File: src/rtl/dti_fifo_async_wr_ctrl_if.sv
// Producer-side bundle for the dti async FIFO write controller:
// push request, status flags, storage write port and Gray pointers.
interface dti_fifo_async_wr_ctrl_if #(
   parameter int ADDR_WIDTH = 4
);
   logic                  wr_req;
   logic                  wr_overflow_clr;
   logic [ADDR_WIDTH:0]   rd_ptr_gray;
   logic                  mem_wr_en;
   logic [ADDR_WIDTH-1:0] mem_wr_addr;
   logic [ADDR_WIDTH:0]   wr_ptr_gray;
   logic                  wr_full;
   logic                  wr_almost_full;
   logic [ADDR_WIDTH:0]   wr_level;
   logic                  wr_overflow;

   modport master (
      output wr_req,
      output wr_overflow_clr,
      output rd_ptr_gray,
      input  mem_wr_en,
      input  mem_wr_addr,
      input  wr_ptr_gray,
      input  wr_full,
      input  wr_almost_full,
      input  wr_level,
      input  wr_overflow
   );

   modport slave (
      input  wr_req,
      input  wr_overflow_clr,
      input  rd_ptr_gray,
      output mem_wr_en,
      output mem_wr_addr,
      output wr_ptr_gray,
      output wr_full,
      output wr_almost_full,
      output wr_level,
      output wr_overflow
   );
endinterface

File: src/rtl/dti_fifo_async_wr_ctrl.sv
// Write-domain controller for the dti async FIFO: pointers, read-pointer
// synchroniser and producer status (full, almost-full, level, overflow).
module dti_fifo_async_wr_ctrl #(
   parameter int          ADDR_WIDTH   = 4,
   parameter int          SYNC_STAGES  = 2,
   parameter int unsigned AFULL_THRESH = 14
) (
   input logic                      wr_clk,
   input logic                      wr_reset_n,
   dti_fifo_async_wr_ctrl_if.slave  bus
);
   localparam int AW = ADDR_WIDTH;
   localparam logic [AW:0] AFULL_L = (AW+1)'(AFULL_THRESH);

   logic [AW:0] wr_ptr_bin_q,  wr_ptr_bin_d;
   logic [AW:0] wr_ptr_gray_q, wr_ptr_gray_d;
   logic [AW:0] wr_level_q,    wr_level_d;
   logic        wr_full_q,     wr_full_d;
   logic        wr_afull_q,    wr_afull_d;
   logic        wr_ovf_q,      wr_ovf_d;
   logic [AW:0] sync_q [SYNC_STAGES];
   logic [AW:0] sync_d [SYNC_STAGES];

   logic        push;
   logic [AW:0] rq_gray;
   logic [AW:0] rq_bin;
   logic [AW:0] full_cmp;

   // Writes are blocked while reset is held, even with wr_req high.
   assign push    = bus.wr_req & ~wr_full_q & wr_reset_n;
   assign rq_gray = sync_q[SYNC_STAGES-1];

   always_comb begin
      rq_bin = '0;
      for (int i = 0; i <= AW; i++) begin
         rq_bin[i] = ^(rq_gray >> i);
      end
   end

   assign full_cmp = {~rq_gray[AW:AW-1], rq_gray[AW-2:0]};

   always_comb begin
      sync_d[0] = bus.rd_ptr_gray;
      for (int i = 1; i < SYNC_STAGES; i++) begin
         sync_d[i] = sync_q[i-1];
      end
   end

   always_comb begin
      wr_ptr_bin_d  = wr_ptr_bin_q + {{AW{1'b0}}, push};
      wr_ptr_gray_d = wr_ptr_bin_d ^ (wr_ptr_bin_d >> 1);
      wr_full_d     = (wr_ptr_gray_d == full_cmp);
      wr_level_d    = wr_ptr_bin_d - rq_bin;
      wr_afull_d    = (wr_level_d >= AFULL_L);
      wr_ovf_d      = wr_ovf_q;
      // Set takes priority over a same-cycle clear.
      if (bus.wr_req & wr_full_q) begin
         wr_ovf_d = 1'b1;
      end else if (bus.wr_overflow_clr) begin
         wr_ovf_d = 1'b0;
      end
   end

   always_ff @(posedge wr_clk or negedge wr_reset_n) begin
      if (!wr_reset_n) begin
         wr_ptr_bin_q  <= '0;
         wr_ptr_gray_q <= '0;
         wr_level_q    <= '0;
         wr_full_q     <= 1'b0;
         wr_afull_q    <= 1'b0;
         wr_ovf_q      <= 1'b0;
         for (int i = 0; i < SYNC_STAGES; i++) begin
            sync_q[i] <= '0;
         end
      end else begin
         wr_ptr_bin_q  <= wr_ptr_bin_d;
         wr_ptr_gray_q <= wr_ptr_gray_d;
         wr_level_q    <= wr_level_d;
         wr_full_q     <= wr_full_d;
         wr_afull_q    <= wr_afull_d;
         wr_ovf_q      <= wr_ovf_d;
         for (int i = 0; i < SYNC_STAGES; i++) begin
            sync_q[i] <= sync_d[i];
         end
      end
   end

   assign bus.mem_wr_en      = push;
   assign bus.mem_wr_addr    = wr_ptr_bin_q[AW-1:0];
   assign bus.wr_ptr_gray    = wr_ptr_gray_q;
   assign bus.wr_full        = wr_full_q;
   assign bus.wr_almost_full = wr_afull_q;
   assign bus.wr_level       = wr_level_q;
   assign bus.wr_overflow    = wr_ovf_q;

endmodule

File: src/flat_wrapper.sv
// flat-port wrapper written by rule: the top's interface ports become plain ports
module dti_fifo_async_wr_ctrl_flat 
#(
   parameter int          ADDR_WIDTH   = 4,
   parameter int          SYNC_STAGES  = 2,
   parameter int unsigned AFULL_THRESH = 14
)
  (wr_clk, wr_reset_n, bus_wr_req, bus_wr_overflow_clr, bus_rd_ptr_gray, bus_mem_wr_en, bus_mem_wr_addr, bus_wr_ptr_gray, bus_wr_full, bus_wr_almost_full, bus_wr_level, bus_wr_overflow);
  dti_fifo_async_wr_ctrl_if #(.ADDR_WIDTH(ADDR_WIDTH)) bus_i ();
  input logic wr_clk;
  input logic wr_reset_n;
  input wire logic [$bits(bus_i.wr_req)-1:0] bus_wr_req;
  input wire logic [$bits(bus_i.wr_overflow_clr)-1:0] bus_wr_overflow_clr;
  input wire logic [$bits(bus_i.rd_ptr_gray)-1:0] bus_rd_ptr_gray;
  output wire logic [$bits(bus_i.mem_wr_en)-1:0] bus_mem_wr_en;
  output wire logic [$bits(bus_i.mem_wr_addr)-1:0] bus_mem_wr_addr;
  output wire logic [$bits(bus_i.wr_ptr_gray)-1:0] bus_wr_ptr_gray;
  output wire logic [$bits(bus_i.wr_full)-1:0] bus_wr_full;
  output wire logic [$bits(bus_i.wr_almost_full)-1:0] bus_wr_almost_full;
  output wire logic [$bits(bus_i.wr_level)-1:0] bus_wr_level;
  output wire logic [$bits(bus_i.wr_overflow)-1:0] bus_wr_overflow;
  assign bus_i.wr_req = bus_wr_req;
  assign bus_i.wr_overflow_clr = bus_wr_overflow_clr;
  assign bus_i.rd_ptr_gray = bus_rd_ptr_gray;
  assign bus_mem_wr_en = bus_i.mem_wr_en;
  assign bus_mem_wr_addr = bus_i.mem_wr_addr;
  assign bus_wr_ptr_gray = bus_i.wr_ptr_gray;
  assign bus_wr_full = bus_i.wr_full;
  assign bus_wr_almost_full = bus_i.wr_almost_full;
  assign bus_wr_level = bus_i.wr_level;
  assign bus_wr_overflow = bus_i.wr_overflow;
  dti_fifo_async_wr_ctrl #(.ADDR_WIDTH(ADDR_WIDTH), .SYNC_STAGES(SYNC_STAGES), .AFULL_THRESH(AFULL_THRESH)) u_core (.wr_clk(wr_clk), .wr_reset_n(wr_reset_n), .bus(bus_i));
endmodule
File: config.mk
export PLATFORM = sky130hd
export DESIGN_NAME = dti_fifo_async_wr_ctrl_flat
export DESIGN_NICKNAME = d
export VERILOG_FILES = /design/src/rtl/dti_fifo_async_wr_ctrl_if.sv /design/src/rtl/dti_fifo_async_wr_ctrl.sv /design/src/flat_wrapper.sv
export SDC_FILE = /design/constraint.sdc
export NUM_CORES = 1
export LEC_CHECK = 0
export ABC_AREA = 1
export BUFFER_PORTS_ARGS = -buffer_cell sky130_fd_sc_hd__buf_2
export CAP_MARGIN = 30
export CORE_UTILIZATION = 50
export CTS_BUF_LIST = sky130_fd_sc_hd__clkbuf_8 sky130_fd_sc_hd__clkbuf_16
export CTS_CLUSTER_SIZE = 30
export DETAILED_ROUTE_END_ITERATION = 12
export PLACE_DENSITY = 0.76
export SLEW_MARGIN = 20
export SYNTH_ARGS = -nofsm -noshare
export SYNTH_HDL_FRONTEND = slang
export SYNTH_SLANG_ARGS = --single-unit
File: constraint.sdc
create_clock -name wr_clk -period 4.6 [get_ports wr_clk]
set_clock_uncertainty 0.1 [all_clocks]
set_input_delay 0.23 -clock wr_clk [delete_from_list [all_inputs] [get_ports wr_clk]]
set_output_delay 0.23 -clock wr_clk [all_outputs]
set_load 0.005 [all_outputs]
* Word-level counts from Yosys, hierarchy flattened
Cells that the tools add are included.
Storage, ports and cells: output and inout bits 18, flip-flop bits (word level) 28, word-level logic and storage cells 26, input bits 9
Cells by class: add/sub/neg operators 2, bitwise operators 6, muxes and demuxes 2, $lt $le $gt $ge 1, reductions and logical operators 6, equal/unequal tests 1
Operators by type and width (count):
- $reduce_xor A5 Y1 | 5
- $add A5 B1 Y5 | 1
- $eq A5 B5 Y1 | 1
- $ge A5 B4 Y1 const B | 1
- $sub A5 B5 Y5 | 1
- $xor A5 B4 Y5 | 1
- $and A1 B1 Y1 | 3
- $mux W1 | 2
- $not A2 Y2 | 1
- $reduce_bool A2 Y1 | 1
- $not A1 Y1 | 1

* Longest topological paths before layout
word-level depth 6, depth in mapped cells 16, mapped depth without buffers 16

* Worst setup path before layout
Ideal clock, no wire load.
path kind register -> register, from reg u_core.sync_q (netlist bit u_core.rq_gray[3]), to reg u_core.wr_afull_q, in the netlist u_core.bus.wr_almost_full, path buffers 0, slack 2344 ps, required time 4382 ps, clock period less this slack 2256 ps, library setup time 118 ps, stages on the path, launching flop included 12, data arrival time 2038 ps, cells stage by stage dfrtp_1 > xnor2_2 > xnor2_2 > xor2_1 > ha_1 > fa_1 > nor2_1 > o21ai_2 > nand2_1 > nand2_1 > nand2_1 > nand2_1
On the way: word-level cells in the longest chain between the ends 3, elaborated cells between the ends (all ways) 6, those cells by class add/sub: 1; order compare: 1; reduce/logical: 4
Ends and longest elaborated chain:
- from (decl) | RTL line dti_fifo_async_wr_ctrl.sv:21 | logic [AW:0] sync_q [SYNC_STAGES];
- from (signal, indexed assignment) | RTL line dti_fifo_async_wr_ctrl.sv:83 | sync_q[i] <= sync_d[i];
- $reduce_xor A5 Y1 | RTL line dti_fifo_async_wr_ctrl.sv:36 | rq_bin[i] = ^(rq_gray >> i);
- $sub A5 B5 Y5 (*) | RTL line dti_fifo_async_wr_ctrl.sv:53 | wr_level_d = wr_ptr_bin_d - rq_bin;
- $ge A5 B4 Y1 (*) | RTL line dti_fifo_async_wr_ctrl.sv:54 | wr_afull_d = (wr_level_d >= AFULL_L);
- named net u_core.wr_afull_d | RTL line dti_fifo_async_wr_ctrl.sv:19 | logic wr_afull_q, wr_afull_d;
- to (signal assigned) | RTL line dti_fifo_async_wr_ctrl.sv:80 | wr_afull_q <= wr_afull_d;
- to (decl) | RTL line dti_fifo_async_wr_ctrl.sv:19
The timed path passes the listed nets; every way through them passes the cells marked *. A chain may end at the register's enable or synchronous reset.

* Final worst setup path
from in wr_reset_n, to reg u_core.wr_afull_q, in the netlist u_core.bus.wr_almost_full
On the way: word-level cells in the longest chain between the ends 4
Ends and longest elaborated chain:
- from (decl) | RTL line flat_wrapper.sv:11 | input logic wr_reset_n;
- $and A1 B1 Y1 | RTL line dti_fifo_async_wr_ctrl.sv:30 | assign push = bus.wr_req & ~wr_full_q & wr_reset_n;
- $add A5 B1 Y5 | RTL line dti_fifo_async_wr_ctrl.sv:50 | wr_ptr_bin_d = wr_ptr_bin_q + {{AW{1'b0}}, push};
- named net u_core.wr_ptr_bin_d[2] | RTL line dti_fifo_async_wr_ctrl.sv:15 | logic [AW:0] wr_ptr_bin_q, wr_ptr_bin_d;
- $sub A5 B5 Y5 | RTL line dti_fifo_async_wr_ctrl.sv:53
- $ge A5 B4 Y1 | RTL line dti_fifo_async_wr_ctrl.sv:54
- named net u_core.wr_afull_d | RTL line dti_fifo_async_wr_ctrl.sv:19
The timed path passes the listed nets, and every way through them passes these cells.

==> results.py <==
metrics = {
    "final_layout": {
        "finish.utilization": 0.6630,
        "multi_input_area_um2": 480.5,
        "synthToLayoutAreaGrowth_pct": 21.08,
        "register_area_um2": 675.6,
        "drive_above_1_share": 0.2412,
        "nFillCells": 191,
        "stdcell_count": 198,
        "antenna_cells": 0,
        "fin_nets": 186,
    },
    "critical_path": {
        "path_buf_inv": 4,
        "crit_chain": "dlygate4sd3_1 -> buf_2 -> nand2_1 -> nor2_1 -> ha_1 -> ha_1 -> nand2_1 -> nand2_2 -> inv_2 -> ha_1 -> inv_1 -> nor2_1 -> o21ai_2 -> nand2_1 -> nand2_1 -> nand2_1 -> nand2_1",
        "crit_end": "u_core.bus.wr_almost_full$_DFF_PN0_",
        "required_ps": 4670,
        "cp_num_cells": 17,
        "critPathCaptureType": "flip-flop",
        "r2r_cells": 11,
        "slowest_delay_ps": 520,
        "rrSetupSlack_ps": 2110,
        "timing.rr.start": "u_core.rq_gray[3]$_DFF_PN0_",
        "critPathTopFamily": "buffers and inverters",
        "startpoint_type": "primary input",
        "cp-startpoint": "wr_reset_n",
        "worst_path_max_delay_cell": "dlygate4sd3_1",
        "r2r-end": "u_core.bus.wr_almost_full$_DFF_PN0_",
        "arrival_ps": 3130,
        "crit_path_frequent_cell": "nand2_1",
        "worstSetupPathType": "primary input to flip-flop",
        "critical_path.max_fanout": 28,
    },
    "power_and_ir_drop": {
        "power.leakage_nw": 0.8223,
        "power.switching_fraction": 0.4070,
        "peakVddDrop_v": 0.0003633,
        "p_int_uw": 563.5,
        "clockPowerShare": 0.141,
        "p_comb_frac": 0.484,
        "p_sw_uw": 386.7,
        "p_total_uw": 950.1,
        "seq_power_share": 0.375,
        "power.density_mw_per_mm2": 629.7,
    },
    "synth": {
        "synth_nets": 150,
        "synthesis.instances": 135,
        "synth-seq-cells": 27,
        "netlist_area_mm2": 0.001246,
        "ys_types": 20,
        "synth_seq_area_share": 0.5422,
        "synth_warnings": 0,
        "avgSynthCellArea_um2": 9.231,
    },
    "detailed_routing": {
        "drcViolationCount": 0,
        "wirelength_um": 2147,
        "viasPerCell": 4.960,
        "firstDrtPassIters": 4,
        "ant_nets": 0,
        "routedWlPerCell_um": 10.84,
        "vias": 982,
        "drt_iter0_markers": 13,
    },
    "floorplan": {
        "rows": 17,
        "die_w_um": 51.93,
        "core_area_mm2": 0.002276,
        "top_level_ports": 27,
        "dieArea_mm2": 0.002696,
        "initial_core_util": 0.5476,
        "chipHeight_um": 51.93,
    },
    "global_routing": {
        "met1_usage": 0.2220,
        "globalRouteMet3Util": 0.03509,
        "top_usage_layer": "met2",
        "grt_pass1_vias": 868,
        "antenna_found_initial": 0,
        "grt_pass1_wl_um": 3532,
        "grt_max_degree": 29,
        "overflow": 0,
        "grt.total_usage": 0.1878,
        "grt_use_met2": 0.3077,
    },
    "place": {
        "place_inst": 188,
        "portBuffers": 26,
        "post-dp-hpwl_um": 1649,
        "gp_congestion": 0.7963,
    },
    "sta": {
        "rsz0062_at_grt": "no",
        "hold_viol": 0,
        "holdWs_ps": 42.41,
        "fmaxAchievable_mhz": 326.7,
        "drv_slew": 0,
        "final.min_clock_period_ps": 3061,
        "finalSetupViolations": 0,
        "slew-limit-headroom": 0.6091,
        "fin_tns_setup_ps": 0,
        "worst_pin_slew_ps": 586.3,
        "finalCritPeriodShare": 0.6655,
    },
    "clocking": {
        "tritoncts": "done",
        "clockRootBuffer": "clkbuf_8",
        "clk_latency_ps": 270,
        "cts.sinks": 27,
        "cts_made_buffers": 3,
        "cts_setup_buffers": 0,
        "cts.path.max_buffers": 2,
        "htree_levels": 1,
        "ctsResizeCount": 0,
        "path_clk_slew_ps": 90,
    },
    "run_status": {
        "outcome": "finished, final reports clean",
    },
    "worst_hold_path": {
        "hold_path_class": "primary input to flip-flop",
    },
    "job": {
        "maxCapViolCount": 0,
    },
}
## stage by stage
stage                     worst slack, ps  instance area (um^2)
after floorplan                      2344                  1246
after global placement               1853                  1400
after detailed placement             1711                  1400
after CTS                            1471                  1509
after global routing                 1151                  1509
final                                1539                  1509
## power groups by stage
stage	Clock (mW)	Combinational [mW]	Sequential (mW)
2_1_floorplan	0	0.316	0.363
3_3_place_gp	0	0.440	0.358
3_5_place_dp	0	0.460	0.362
4_1_cts	0.141	0.467	0.357
5_1_grt	0.148	0.531	0.365
6_report	0.134	0.460	0.356
## sequential cells by signal (all words and copies together) (netlist names)
register and cells:
u_core.bus.wr_almost_full 1, u_core.bus.wr_full 1, u_core.bus.wr_level 5, u_core.bus.wr_overflow 1, u_core.bus.wr_ptr_gray 4, u_core.rq_gray 5
u_core.sync_d 5, u_core.wr_ptr_bin_q 5
## cell usage in the layout (no fill, tap or decap)
cell type / n
a31oi_1: 1
and2_1: 1
buf_2: 26
clkbuf_8: 3
clkinvlp_4: 1
dfrtp_1: 27
dlygate4sd3_1: 6
fa_1: 1
ha_1: 5
inv_1: 18
inv_2: 3
nand2_1: 42
nand2_2: 5
nand3_1: 11
nand3b_1: 3
nand4_1: 3
nor2_1: 6
nor3_1: 1
o21ai_0: 1
o21ai_2: 1
xnor2_1: 1
xnor2_2: 2
xor2_1: 2
## kinds of logic after synthesis
| kind of cell | after synthesis | share of synthesized area |
|---|---|---|
| xor+xnor | 5 | 0.04719 |
| simple gates | 72 | 0.2560 |
| buf+inv | 22 | 0.07228 |
| compound gates | 3 | 0.01606 |
| fa+ha+maj | 6 | 0.06627 |
| flops | 27 | 0.5422 |
## Yosys cell counts
cell type,count,area [um^2]
nand4_1,3,18.77
nand2_2,5,31.28
o21ai_0,1,5.000
a31oi_1,1,6.260
and2_1,1,6.260
nand3b_1,3,22.52
ha_1,5,62.56
xor2_1,2,17.52
inv_1,18,67.56
nor2_1,6,22.52
fa_1,1,20.02
nor3_1,1,5.000
buf_6,1,11.26
xnor2_2,2,32.53
xnor2_1,1,8.760
o21ai_2,1,8.760
nand2_1,42,157.7
dfrtp_1,27,675.7
inv_2,3,11.26
nand3_1,11,55.05
## how the worst min path moves through the flow
stage,from,cells after the start,slack (ps),endpoint
final,bus_wr_overflow_clr,2,40,u_core.bus.wr_overflow$_DFFE_PN0P_
after global routing,bus_wr_overflow_clr,2,70,u_core.bus.wr_overflow$_DFFE_PN0P_
after CTS,bus_wr_overflow_clr,2,40,u_core.bus.wr_overflow$_DFFE_PN0P_
after detailed placement,wr_reset_n,1,170,u_core.bus.wr_overflow$_DFFE_PN0P_
after global placement,wr_reset_n,1,160,u_core.bus.wr_overflow$_DFFE_PN0P_
after floorplan,wr_reset_n,0,-170,u_core.bus.wr_almost_full$_DFF_PN0_
## layer usage
| layer | wire length [um] | vias to the layer above |
|---|---|---|
| met1 | 924 | 459 |
| li1 | - | 488 |
| met4 | 50 | 0 |
| met5 | 0 | - |
| met3 | 101 | 5 |
| met2 | 1070 | 30 |
## timing repair
action	CTS	global route
hold endpoints to repair	32	0
endpoints found under the setup margin	0	0
hold buffers	6	0
## area by class of cell
class                   instances  area share
repair buffers                 32      0.1260
clock buffers                   3     0.02736
clock inverters                 1    0.004975
multi-input cells              86      0.3184
flip-flops and latches         27      0.4478
well taps                      28     0.02322
inverters                      21     0.05224
(Power assumes the default switching activity.)
